### config.mk
export PLATFORM = sky130hd
export DESIGN_NAME = io_bus_scheduler
export DESIGN_NICKNAME = d
export VERILOG_FILES = /design/src/rtl/io_bus_scheduler_pkg.sv /design/src/rtl/io_bus_scheduler_rr_arbiter.sv /design/src/rtl/io_bus_scheduler.sv
export SDC_FILE = /design/constraint.sdc
export NUM_CORES = 1
export LEC_CHECK = 0
export CAP_MARGIN = 5
export CORE_AREA = 4 4 154 156
export DETAILED_ROUTE_END_ITERATION = 10
export DIE_AREA = 0 0 158 160
export PLACE_DENSITY = 0.76
export SLEW_MARGIN = 20
export SYNTH_ARGS = -nofsm -noshare
export SYNTH_HDL_FRONTEND = slang
export SYNTH_SLANG_ARGS = --single-unit
### constraint.sdc
create_clock -name clk -period 3.7 [get_ports clk]
set_input_delay 0.555 -clock clk [delete_from_list [all_inputs] [get_ports clk]]
set_output_delay 0.555 -clock clk [all_outputs]
set_load 0.01 [all_outputs]
### src/rtl/io_bus_scheduler_pkg.sv
// Shared types and constants for the non-cacheable I/O bus scheduler.
package io_bus_scheduler_pkg;

  // Default number of cores sharing the I/O bus.
  localparam int NUM_CORES = 4;

  // Width of a machine word on the I/O bus.
  localparam int DATA_W = 32;

  typedef logic [DATA_W-1:0] scalar_t;

  // Scheduler phases: pick a requester, strobe the bus, wait for ack, respond.
  typedef enum logic [1:0] {
    IDLE    = 2'd0,
    ISSUE   = 2'd1,
    WAIT    = 2'd2,
    RESPOND = 2'd3
  } io_sched_state_t;

  // Read data returned when the device never acknowledges.
  localparam scalar_t TIMEOUT_DATA = 32'hFFFF_FFFF;

  // Index width for n requesters; a single requester still gets one bit.
  function automatic int idx_width(input int n);
    return (n > 1) ? $clog2(n) : 1;
  endfunction

endpackage

### src/rtl/io_bus_scheduler_rr_arbiter.sv
// Round-robin selector: picks the first set request strictly after last_grant,
// wrapping modulo WIDTH, and reports it both one-hot and as an index.
module io_bus_scheduler_rr_arbiter
  import io_bus_scheduler_pkg::*;
#(
  parameter int WIDTH = 4,
  parameter int IDX_W = idx_width(WIDTH)
) (
  input  logic [WIDTH-1:0] req,
  input  logic [IDX_W-1:0] last_grant,
  output logic [WIDTH-1:0] grant,
  output logic [IDX_W-1:0] grant_idx,
  output logic             grant_valid
);

  // One spare bit so last_grant + offset never overflows before the wrap.
  logic [IDX_W:0] cand;

  // Scan offsets from farthest to nearest; the last hit written is the nearest
  // valid requester after last_grant, which is the round-robin winner.
  always_comb begin
    grant       = '0;
    grant_idx   = '0;
    grant_valid = |req;
    cand        = '0;
    for (int off = WIDTH; off >= 1; off--) begin
      cand = {1'b0, last_grant} + (IDX_W+1)'(off);
      if (cand >= (IDX_W+1)'(WIDTH)) begin
        cand = cand - (IDX_W+1)'(WIDTH);
      end
      if (req[cand[IDX_W-1:0]]) begin
        grant                   = '0;
        grant[cand[IDX_W-1:0]]  = 1'b1;
        grant_idx               = cand[IDX_W-1:0];
      end
    end
  end

endmodule

### src/rtl/io_bus_scheduler.sv
// Shares the single non-cacheable I/O bus between per-core request ports.
// One transaction is outstanding at a time; requesters are served round-robin,
// the bus is strobed for one cycle, and the result (device data or a timeout
// marker) is returned on a shared response channel tagged with the requester.
module io_bus_scheduler
  import io_bus_scheduler_pkg::*;
#(
  parameter int NUM_REQUESTERS = NUM_CORES,
  parameter int TIMEOUT_CYCLES = 255,
  localparam int REQ_IDX_W = idx_width(NUM_REQUESTERS)
) (
  input  logic                                   clk,
  input  logic                                   reset,
  input  logic [NUM_REQUESTERS-1:0]              req_valid,
  input  logic [NUM_REQUESTERS-1:0]              req_store,
  input  logic [NUM_REQUESTERS-1:0][DATA_W-1:0]  req_address,
  input  logic [NUM_REQUESTERS-1:0][DATA_W-1:0]  req_write_data,
  output logic [NUM_REQUESTERS-1:0]              req_ready,
  output logic                                   rsp_valid,
  output logic [REQ_IDX_W-1:0]                   rsp_requester,
  output logic [DATA_W-1:0]                      rsp_read_data,
  output logic                                   rsp_timeout,
  output logic                                   io_write_en,
  output logic                                   io_read_en,
  output logic [DATA_W-1:0]                      io_address,
  output logic [DATA_W-1:0]                      io_write_data,
  input  logic                                   io_ack,
  input  logic [DATA_W-1:0]                      io_read_data
);

  // Counter saturates at the timeout value; the timeout fires one below it so
  // that the response lands TIMEOUT_CYCLES + 2 cycles after the accept.
  localparam logic [15:0] WAIT_LIMIT = 16'(TIMEOUT_CYCLES);
  localparam logic [15:0] WAIT_LAST  = 16'(TIMEOUT_CYCLES - 1);

  io_sched_state_t state_q, state_d;

  logic [REQ_IDX_W-1:0]      last_grant_q;
  logic [REQ_IDX_W-1:0]      owner_q;
  logic                      store_q;
  logic [DATA_W-1:0]         addr_q;
  logic [DATA_W-1:0]         wdata_q;
  logic [DATA_W-1:0]         rdata_q;
  logic                      timeout_q;
  logic [15:0]               wait_count_q;

  logic [NUM_REQUESTERS-1:0] arb_grant;
  logic [REQ_IDX_W-1:0]      arb_idx;
  logic                      arb_valid;

  logic                      accept;
  logic                      ack_taken;
  logic                      timeout_hit;

  io_bus_scheduler_rr_arbiter #(
    .WIDTH (NUM_REQUESTERS),
    .IDX_W (REQ_IDX_W)
  ) u_rr_arbiter (
    .req         (req_valid),
    .last_grant  (last_grant_q),
    .grant       (arb_grant),
    .grant_idx   (arb_idx),
    .grant_valid (arb_valid)
  );

  // Next-state logic and the single-cycle pulses (accept, strobes, response).
  always_comb begin
    state_d     = state_q;
    req_ready   = '0;
    io_write_en = 1'b0;
    io_read_en  = 1'b0;
    rsp_valid   = 1'b0;
    accept      = 1'b0;
    ack_taken   = 1'b0;
    timeout_hit = 1'b0;
    unique case (state_q)
      IDLE: begin
        // Gated by reset so no accept pulse is visible while reset is held.
        if (arb_valid && reset) begin
          accept    = 1'b1;
          req_ready = arb_grant;
          state_d   = ISSUE;
        end
      end
      ISSUE: begin
        io_write_en = store_q;
        io_read_en  = !store_q;
        if (io_ack) begin
          ack_taken = 1'b1;
          state_d   = RESPOND;
        end else begin
          state_d   = WAIT;
        end
      end
      WAIT: begin
        // A late ack on the final wait cycle still wins over the timeout.
        if (io_ack) begin
          ack_taken   = 1'b1;
          state_d     = RESPOND;
        end else if (wait_count_q == WAIT_LAST) begin
          timeout_hit = 1'b1;
          state_d     = RESPOND;
        end
      end
      RESPOND: begin
        rsp_valid = 1'b1;
        state_d   = IDLE;
      end
      default: state_d = IDLE;
    endcase
  end

  // Control state: FSM register and the round-robin pointer.
  always_ff @(posedge clk or negedge reset) begin
    if (!reset) begin
      state_q      <= IDLE;
      last_grant_q <= REQ_IDX_W'(NUM_REQUESTERS - 1);
    end else begin
      state_q <= state_d;
      if (state_q == RESPOND) begin
        last_grant_q <= owner_q;
      end
    end
  end

  // Latch the granted request; these drive the bus until the next accept.
  always_ff @(posedge clk or negedge reset) begin
    if (!reset) begin
      owner_q <= '0;
      store_q <= 1'b0;
      addr_q  <= '0;
      wdata_q <= '0;
    end else if (accept) begin
      owner_q <= arb_idx;
      store_q <= req_store[arb_idx];
      addr_q  <= req_address[arb_idx];
      wdata_q <= req_write_data[arb_idx];
    end
  end

  // Capture the transaction outcome: device data on ack, marker on timeout.
  always_ff @(posedge clk or negedge reset) begin
    if (!reset) begin
      rdata_q   <= '0;
      timeout_q <= 1'b0;
    end else if (accept) begin
      timeout_q <= 1'b0;
    end else if (ack_taken) begin
      rdata_q   <= io_read_data;
      timeout_q <= 1'b0;
    end else if (timeout_hit) begin
      rdata_q   <= TIMEOUT_DATA;
      timeout_q <= 1'b1;
    end
  end

  // Wait counter: cleared while strobing, counts (saturating) while waiting.
  always_ff @(posedge clk or negedge reset) begin
    if (!reset) begin
      wait_count_q <= '0;
    end else if (state_q == ISSUE) begin
      wait_count_q <= '0;
    end else if (state_q == WAIT && wait_count_q < WAIT_LIMIT) begin
      wait_count_q <= wait_count_q + 16'd1;
    end
  end

  assign rsp_requester = owner_q;
  assign rsp_read_data = rdata_q;
  assign rsp_timeout   = timeout_q;
  assign io_address    = addr_q;
  assign io_write_data = wdata_q;

endmodule

==> results of run 1 <==
cell type report:
type	instances	area [um2]
inverter	12	45.04
multi-input combinational	517	4048
clock inverter	14	186.4
sequential	120	3005
tap	285	356.6
timing repair buffer	435	4312
clock buffer	18	439.2
antenna	2	5.005
fill	1960	9968
worst min path at each step:
stage | slack (ns) | depth (start not counted) | endpoint | startpoint
4_1_cts | 0.33 | 2 | rsp_requester[1] | reset
3_3_place_gp | 0.47 | 2 | io_address[4] | io_address[4]
2_1_floorplan | 0.26 | 0 | io_address[0] | reset
6_report | 0.31 | 2 | io_address[20] | reset
5_1_grt | 0.37 | 2 | rsp_requester[1] | reset
3_5_place_dp | 0.47 | 2 | io_address[3] | io_address[3]
cell usage in the layout (no fill, tap or decap), types with 3 or more instances in the layout:
master / synthesis / routed
a221oi_1: 59 / 59
inv_1: 12 / 12
o22ai_1: 33 / 33
buf_4: 2 / 29
clkinv_4: 0 / 3
a221o_1: 4 / 4
dfrtp_1: 118 / 118
clkbuf_16: 0 / 17
mux2i_1: 68 / 68
o21ai_0: 35 / 35
nand2b_1: 3 / 3
nor2_1: 51 / 48
ha_1: 14 / 13
o22a_1: 32 / 32
nand4_1: 5 / 5
nor2b_1: 11 / 11
a221oi_2: 7 / 7
nand2_1: 41 / 40
bufinv_16: 0 / 3
clkdlybuf4s50_1: 0 / 403
a211oi_1: 3 / 3
buf_12: 1 / 3
a21oi_1: 10 / 7
a21o_1: 3 / 3
o221ai_1: 32 / 32
nand3_1: 4 / 4
xor2_1: 6 / 6
a22oi_1: 38 / 38
mux2_2: 36 / 36
inv_6: 0 / 5
metal layers:
layer	track usage	wire length, um	vias to the layer above
met5	0	13	-
met2	0.3903	15480	388
met1	0.2615	11180	3837
met3	0.07100	2985	38
met4	0.07018	539	2
li1	-	-	3597
stage by stage:
step                        util  hold WS, ns
after detailed placement  0.5255       0.4745
after global placement    0.5255       0.4702
final                     0.5543       0.3090
after global routing      0.5543       0.3667
after CTS                 0.5536       0.3339
after floorplan                -       0.2594
Yosys cell counts, types with 3 or more instances:
master	number
dfrtp_1	118
mux2i_1	68
a221oi_1	59
nor2_1	51
clkbuf_1	49
nand2_1	41
a22oi_1	38
mux2_2	36
o21ai_0	35
o22ai_1	33
o221ai_1	32
o22a_1	32
ha_1	14
inv_1	12
nor2b_1	11
a21oi_1	10
buf_2	10
a221oi_2	7
xor2_1	6
nand4_1	5
a221o_1	4
buf_6	4
nand3_1	4
a211oi_1	3
a21o_1	3
nand2b_1	3
flip-flops by register name, indices dropped and copies added, names as in the netlist:
| signal | count |
|---|---|
| wait_count_q | 16 |
| store_q | 1 |
| rsp_requester | 2 |
| last_grant_q | 2 |
| state_q | 2 |
| rsp_read_data | 32 |
| io_write_data | 32 |
| io_address | 32 |
| rsp_timeout | 1 |
what timing repair did:
item / in CTS / in global routing
hold buffers: 0 / 0
resized for setup: 1 / 1
setup endpoints to repair: 1 / 4
report_power, final:
| group | switching (W) | internal [W] |
|---|---|---|
| Combinational | 0.00302 | 0.00296 |
| Clock | 0.000690 | 0.00110 |
| Sequential | 0.000352 | 0.00190 |
| Total | 0.00406 | 0.00595 |
logic make-up (layout without fill, tap and decap cells):
logic type | Yosys count | after routing
other | 0 | 2
flip-flops | 120 | 120
AO/OA/AOI/OAI | 265 | 265
AND/OR/NAND/NOR | 125 | 125
adder cells (fa/ha/maj) | 14 | 14
buffers and inverters | 79 | 479
XOR/XNOR | 7 | 7
multiplexers | 106 | 106
==> impl_metrics.yaml, run 1 <==
critical_path:
  crit_type: "register to output port"
  startpoint_type: "register"
  reg2reg_depth: 9
  r2r_start: "last_grant_q[0]"
  endpoint: "req_ready[3]"
  cp_top_family: "buffers and inverters"
  crit_buf_inv: 3
  required_ns: 3.14
  max_stage_delay_ns: 0.53
  startpoint: "last_grant_q[0]"
  cp_num_cells: 8
  path_cells: "inv_1 -> ha_4 -> mux4_2 -> buf_4 -> a221o_1 -> a22oi_1 -> nor2_1 -> clkdlybuf4s50_1"
  cp_max_fo: 6
  arrival_ns: 3.01
  slowest_stage: "dfstp_2"
  critPathCaptureType: "output port"
  r2r_end: "io_write_data[2]"
  r2r_slack_ns: 0.69
logic_synthesis:
  synth.area.mux_share: 0.1537
  async_flop_share: 1.000
  ys_seq_elements: 120
  synth_top_area_share: 0.4014
  synth_ff_type: "dfrtp_1"
  synth_top_cell_by_area: "dfrtp_1"
  synth-simple-area-share: 0.07568
  ys_warn_count: 0
  netlist_instances: 716
  synth_adder_area_share: 0.02381
  synth-edff-count: 0
  synth_cell_type_count: 46
  synth_xor_area_frac: 0.008333
  synth_compound_area_frac: 0.2806
  synth_nets: 1029
  syn_avg_cell_area_um2: 10.28
  synth_area_leaders: "dfrtp_1 40%, mux2i_1 9.3%, a221oi_1 7.0%"
  yosysSeqAreaShare: 0.4085
  synth_area_mm2: 0.007357
  synth_top_family_by_area: "compound AO/OA/AOI/OAI gates"
global_route:
  grt_max_degree: 67
  grt_first_pass_wirelength_um: 44650
  overflow: 0
  grt_pass1_vias: 8024
  grt_usage: 0.2243
  antenna_found_initial: 3
sta:
  slew_headroom: 0.3052
  rsz0062_at_grt: "no"
  min_period_over_period: 0.9622
  hold_viol: 0
  max_freq_mhz: 280.9
  setup_ws_ns: 0.1397
  final-max-slew-violation-count: 0
  setup_viol: 0
  fin_skew_ns: 0.008815
  tns_ns: 0
  layout_min_cycle_time_ns: 3.560
  tightest_slew_ns: 1.040
run:
  max-cap-violations: 0
floorplanning:
  floorplan.initialDensity: 0.3290
  die_area_mm2: 0.02528
  coreArea_mm2: 0.02237
  die_w_um: 158
  pin_count: 405
  fp.dieH_um: 160
  num_rows: 55
pwr:
  powerDensity_mw_per_mm2: 808.0
  finalPower_w: 0.01002
  power.leakage_nw: 4.988
  ir_drop_v: 0.0004905
cts:
  clock_latency_ns: 0.41
  root_buffer: "clkbuf_16"
  cts_inserted_buffers: 17
  path_clk_slew_ns: 0.06
  post_cts_buffers: 0
  cts_tree: "yes"
  cts_buffer_depth: 2
  clock-sinks: 120
  cts_max_level: 4
layout:
  stdcell_count: 1403
  syn2layout_area_growth_pct: 68.50
  fin_nets: 1416
  final_area_mm2: 0.01240
  drive_gt1_frac: 0.1093
placement:
  place_congestion: 0.8399
  place_inst: 1369
  dp_slack_ns: 0.2228
  placed_area_mm2: 0.01175
  hpwl_um: 22250
  io_buffer_count: 404
detailed_routing:
  wl_um: 30190
  vias: 7862
  drc_errors: 0
  detail-route-antenna-nets: 0
  routedWlPerCell_um: 21.52
  viasPerCell: 5.604
  drt_iter0_markers: 390
  drt-pass1-iter-count: 5
run_status:
  outcome: "finished, final reports clean"
min_path:
  hold_class: "primary input to asynchronous set/reset pin"
(Power assumes the default switching activity.)
==> inputs of run 2 (changes only) <==
--- a/config.mk
+++ b/config.mk
@@ -9,7 +9,8 @@
 export CORE_AREA = 4 4 154 156
 export DETAILED_ROUTE_END_ITERATION = 10
 export DIE_AREA = 0 0 158 160
-export PLACE_DENSITY = 0.76
+export PLACE_DENSITY_LB_ADDON = 0.05
+export SETUP_SLACK_MARGIN = 0.4
 export SLEW_MARGIN = 20
 export SYNTH_ARGS = -nofsm -noshare
 export SYNTH_HDL_FRONTEND = slang
==> run 2 against run 1 <==
Effect of this change: clock power fell by 7%; count of clock-buffer cells in the layout unchanged; flip-flop and latch count unchanged; combinational power about the same; register-to-register slack improved by 0.05 ns; design area shrank 0.35%; first-iteration DRC count is 25% higher; non-clock buffer count shrank 1; routed wire length increased by 2.2%; core utilization shrank 0.20 points; critical endpoint is now req_ready[0]; die area unchanged; sequential share of layout area grew 0.086 points.
==> impl_metrics.yaml, run 2 (synthesized netlist as in run 1, its figures left out) <==
min_path:
  hold_class: "primary input to asynchronous set/reset pin"
cts:
  hold_buffers: 0
  clock_latency_ns: 0.42
  cts_max_level: 4
  cts_tree: "yes"
  root_buffer: "clkbuf_16"
  cts_inserted_buffers: 17
  clock-sinks: 120
  cts_buffer_depth: 2
  path_clk_slew_ns: 0.06
detailed_routing:
  vias: 7698
  drt-pass1-iter-count: 5
  viasPerCell: 5.491
  drc_errors: 0
  routedWlPerCell_um: 22.01
  detail-route-antenna-nets: 0
  wl_um: 30860
  drt_iter0_markers: 488
global_route:
  grt_usage: 0.2331
  grt_pass1_vias: 7925
  grt_max_degree: 66
  antenna_found_initial: 3
  overflow: 0
  grt_first_pass_wirelength_um: 45950
critical_path:
  arrival_ns: 2.63
  critPathCaptureType: "output port"
  crit_type: "register to output port"
  required_ns: 3.14
  startpoint_type: "register"
  path_cells: "clkinvlp_4 -> ha_4 -> mux4_2 -> buf_4 -> a221o_1 -> a22oi_1 -> nor2_1 -> clkbuf_2"
  cp_top_family: "flip-flops"
  crit_buf_inv: 3
  cp_max_fo: 6
  max_stage_delay_ns: 0.59
  slowest_stage: "dfstp_2"
pwr:
  power.leakage_nw: 4.969
  powerDensity_mw_per_mm2: 801.6
  ir_drop_v: 0.0004758
  finalPower_w: 0.009903
placement:
  place_congestion: 0.8513
  io_buffer_count: 404
  hpwl_um: 21910
layout:
  syn2layout_area_growth_pct: 67.91
  final_common_cell: "clkdlybuf4s50_1"
  post-route-util: 0.5523
  layout_common_cells: "399 x clkdlybuf4s50_1, 118 x dfrtp_1, 68 x mux2i_1, 59 x a221oi_1, 48 x nor2_1"
  fin_nets: 1415
  drive_gt1_frac: 0.1130
sta:
  rsz0062_at_grt: "yes"
  tightest_slew_ns: 0.9117
  fin_skew_ns: 0.01183
  hold_viol: 0
  layout_min_cycle_time_ns: 3.188
  setup_viol: 0
  min_period_over_period: 0.8616
  max_freq_mhz: 313.7
  final-max-slew-violation-count: 0
  tns_ns: 0
  slew_headroom: 0.3922
floorplanning:
  num_rows: 55
  coreArea_mm2: 0.02237
  pin_count: 405
  fp.dieH_um: 160
  die_area_mm2: 0.02528
  die_w_um: 158
  floorplan.initialDensity: 0.3290
run:
  max-cap-violations: 0
run_status:
  outcome: "finished, final reports clean"
## run 2: worst register-to-register path: stages (launching register included)
cell	delay, ns
dfstp_2	0.53
buf_4	0.16
mux4_2	0.67
nand2b_4	0.22
and2_1	0.20
o21ai_4	0.20
buf_12	0.30
mux2i_1	0.40
o221ai_1	0.14
## run 2: metal layers
| metal | track usage | wire length, um |
|---|---|---|
| met1 | 0.2848 | 12100 |
| met2 | 0.3934 | 15570 |
| met5 | 0 | 16 |
| met3 | 0.07127 | 2406 |
| met4 | 0.07135 | 762 |
## run 2: path summary, 6_finish.rpt
check / start / end / slack [ns] / cells past startpoint
worst max-delay path: last_grant_q[0] / req_ready[0] / 0.51 / 8
worst min-delay path: reset / io_address[26] / 0.39 / 2
worst max register to register: last_grant_q[1] / io_address[24] / 0.74 / 8
worst min register to register: rsp_read_data[23] / rsp_read_data[23] / 0.49 / 1
max in group asynchronous: reset / io_write_data[18] / 2.01 / 3
min in group clk: rsp_read_data[23] / rsp_read_data[23] / 0.49 / 1
## run 2: per-stage QoR
step | setup slack, ns | area, um2 | instances | hold WS, ns
floorplan | 0.5851 | 7357 | 716 | 0.2594
global placement | 0.2236 | 11700 | 1363 | 0.4684
detailed placement | 0.1808 | 11700 | 1363 | 0.4730
CTS | 0.4095 | 12370 | 1400 | 0.4144
global route | 0.3711 | 12350 | 1402 | 0.4601
finish | 0.5120 | 12350 | 1402 | 0.3880
## run 2: area by class of cell
class	instances	area (um2)
Antenna cell	2	5.005
Fill cell	2038	10010
Clock buffer	18	429.2
Clock inverter	14	141.4
Sequential cell	120	3005
Tap cell	285	356.6
Multi-Input combinational cell	517	4045
Timing Repair Buffer	434	4322
Inverter	12	48.80
## run 2: where the power goes
group	switching (W)	internal, W
clock	0.000715	0.000942
combinational	0.00303	0.00298
sequential	0.000335	0.00190
total	0.00408	0.00583
## run 2: what timing repair did
action / 4_1_cts / 5_1_grt
setup buffers: 4 / 0
gates resized for setup: 15 / 4
pin swaps: 1 / 0
gates cloned: 1 / 0
setup endpoints to repair: 4 / 4
==> inputs of run 3 (changes only) <==
--- a/config.mk
+++ b/config.mk
@@ -10,7 +10,7 @@
 export DETAILED_ROUTE_END_ITERATION = 10
 export DIE_AREA = 0 0 158 160
 export PLACE_DENSITY_LB_ADDON = 0.05
-export SETUP_SLACK_MARGIN = 0.4
+export SETUP_SLACK_MARGIN = 0.2
 export SLEW_MARGIN = 20
 export SYNTH_ARGS = -nofsm -noshare
 export SYNTH_HDL_FRONTEND = slang
==> run 3 against run 2 <==
Effect of this change: maximum frequency is 5.1% lower; sequential power hardly changed; highest routed layer unchanged; largest power group unchanged; routed wire length is 0.26% lower; register-to-register slack is essentially flat; count of clock-buffer cells in the layout is the same.
==> impl_metrics.yaml, run 3 (synthesized netlist as in run 1, its figures left out) <==
placement:
  place_congestion: 0.8513
  hpwl_um: 21910
  dp_slack_ns: 0.1808
  io_buffer_count: 404
floorplanning:
  coreArea_mm2: 0.02237
  die_area_mm2: 0.02528
  num_rows: 55
  die_w_um: 158
  pin_count: 405
  fp.dieH_um: 160
  floorplan.initialDensity: 0.3290
sta:
  max_freq_mhz: 297.7
  tightest_slew_ns: 0.9085
  setup_ws_ns: 0.3410
  setup_viol: 0
  layout_min_cycle_time_ns: 3.359
  rsz0062_at_grt: "no"
  tns_ns: 0
  slew_headroom: 0.3944
  fin_skew_ns: 0.01731
  hold_viol: 0
  hold_slack_ns: 0.3826
  final-max-slew-violation-count: 0
  min_period_over_period: 0.9078
critical_path:
  endpoint: "req_ready[0]"
  required_ns: 3.14
  slowest_stage: "dfstp_2"
  cp_top_family: "buffers and inverters"
  crit_type: "register to output port"
  path_cells: "clkinvlp_4 -> ha_4 -> mux4_2 -> buf_4 -> a221o_1 -> a22oi_1 -> nor2_1 -> dlygate4sd2_1"
  arrival_ns: 2.80
  r2r_slack_ns: 0.75
  max_stage_delay_ns: 0.58
  cp_max_fo: 6
  reg2reg_depth: 8
  crit_buf_inv: 3
  critPathCaptureType: "output port"
  r2r_start: "last_grant_q[1]"
  r2r_end: "io_address[24]"
  cp_num_cells: 8
  startpoint: "last_grant_q[0]"
  startpoint_type: "register"
detailed_routing:
  wl_um: 30780
  drc_errors: 0
  drt-pass1-iter-count: 7
  drt_iter0_markers: 494
  vias: 7700
  routedWlPerCell_um: 21.97
  viasPerCell: 5.496
  detail-route-antenna-nets: 0
min_path:
  hold_class: "primary input to asynchronous set/reset pin"
pwr:
  power.leakage_nw: 4.965
  ir_drop_v: 0.0004678
  powerDensity_mw_per_mm2: 800.3
global_route:
  grt_first_pass_wirelength_um: 45820
  grt_usage: 0.2322
  grt_use_met3: 0.07127
  antenna_found_initial: 3
  gr-usage-met2: 0.3920
  grt_busiest_layer: "met2"
  overflow: 0
  grt_max_degree: 66
  grtUsageMet1: 0.2843
  grt_pass1_vias: 7895
cts:
  clock_latency_ns: 0.43
  cts_tree: "yes"
  cts_inserted_buffers: 17
  cts_max_level: 4
  path_clk_slew_ns: 0.07
  root_buffer: "clkbuf_16"
  clock-sinks: 120
  cts_buffer_depth: 2
  hold_buffers: 0
run:
  max-cap-violations: 0
layout:
  drive_gt1_frac: 0.1086
  fill_cells: 2049
  layout_common_cells: "399 x clkdlybuf4s50_1, 118 x dfrtp_1, 68 x mux2i_1, 59 x a221oi_1, 48 x nor2_1"
  syn2layout_area_growth_pct: 67.67
  final_common_cell: "clkdlybuf4s50_1"
  fin_nets: 1414
run_status:
  outcome: "finished, final reports clean"
## run 3: cell types whose count changed in the layout (fill, tap and decap cells not counted)
| cell | change |
|---|---|
| dlygate4sd2_1 | +4 |
| clkbuf_2 | -4 |
| bufbuf_16 | -1 |
## run 3: cell type report
type	instances	area, um2	share of cell area
sequential	120	3005	0.2436
clock inverter	14	141.4	0.01146
inverter	12	48.80	0.003956
tap	285	356.6	0.02891
timing repair buffer	433	4304	0.3489
multi-input combinational	517	4045	0.3279
antenna	2	5.005	0.0004057
clock buffer	18	429.2	0.03479
## run 3: repair_timing
action / in CTS / in global routing
setup endpoints to repair: 4 / 1
gates resized for setup: 11 / 0
buffers inserted: 2 / 2
pin swaps: 0 / 1
## run 3: through the flow
step	cell area, um2	instances	utilization	power [W]
finish	12340	1401	0.5516	0.009872
global route	12340	1401	0.5516	0.01048
CTS	12320	1397	0.5507	0.009950
detailed placement	11700	1363	0.5232	0.008193
global placement	11700	1363	0.5232	0.008169
floorplan	7357	716	-	0.005733
## run 3: power by group
part / total, W / switching (W) / internal, W
registers: 0.00224 / 0.000338 / 0.00190
clock network: 0.00166 / 0.000715 / 0.000942
logic: 0.00598 / 0.00302 / 0.00296
total: 0.00987 / 0.00407 / 0.00580
## run 3: worst reg2reg max path, stage by stage (launching register included)
cell	delay [ns]
dfstp_2	0.53
buf_4	0.16
mux4_2	0.67
nand2b_4	0.22
and2_1	0.20
o21ai_4	0.20
buf_12	0.29
mux2i_1	0.39
o221ai_1	0.14
## run 3: routing by layer
layer	vias to the layer above	part of all wire
li1	3600	-
met1	3776	0.40
met2	280	0.51
met3	42	0.076
met4	2	0.023
met5	-	0.00052
## run 3: worst min path at each step
stage | from | cells past startpoint | slack [ns] | end
floorplan | reset | 0 | 0.26 | io_address[0]
global placement | rsp_read_data[3] | 1 | 0.47 | rsp_read_data[3]
detailed placement | io_address[30] | 2 | 0.47 | io_address[30]
CTS | reset | 2 | 0.41 | io_write_data[17]
global route | reset | 2 | 0.46 | io_address[15]
finish | reset | 2 | 0.38 | io_write_data[17]
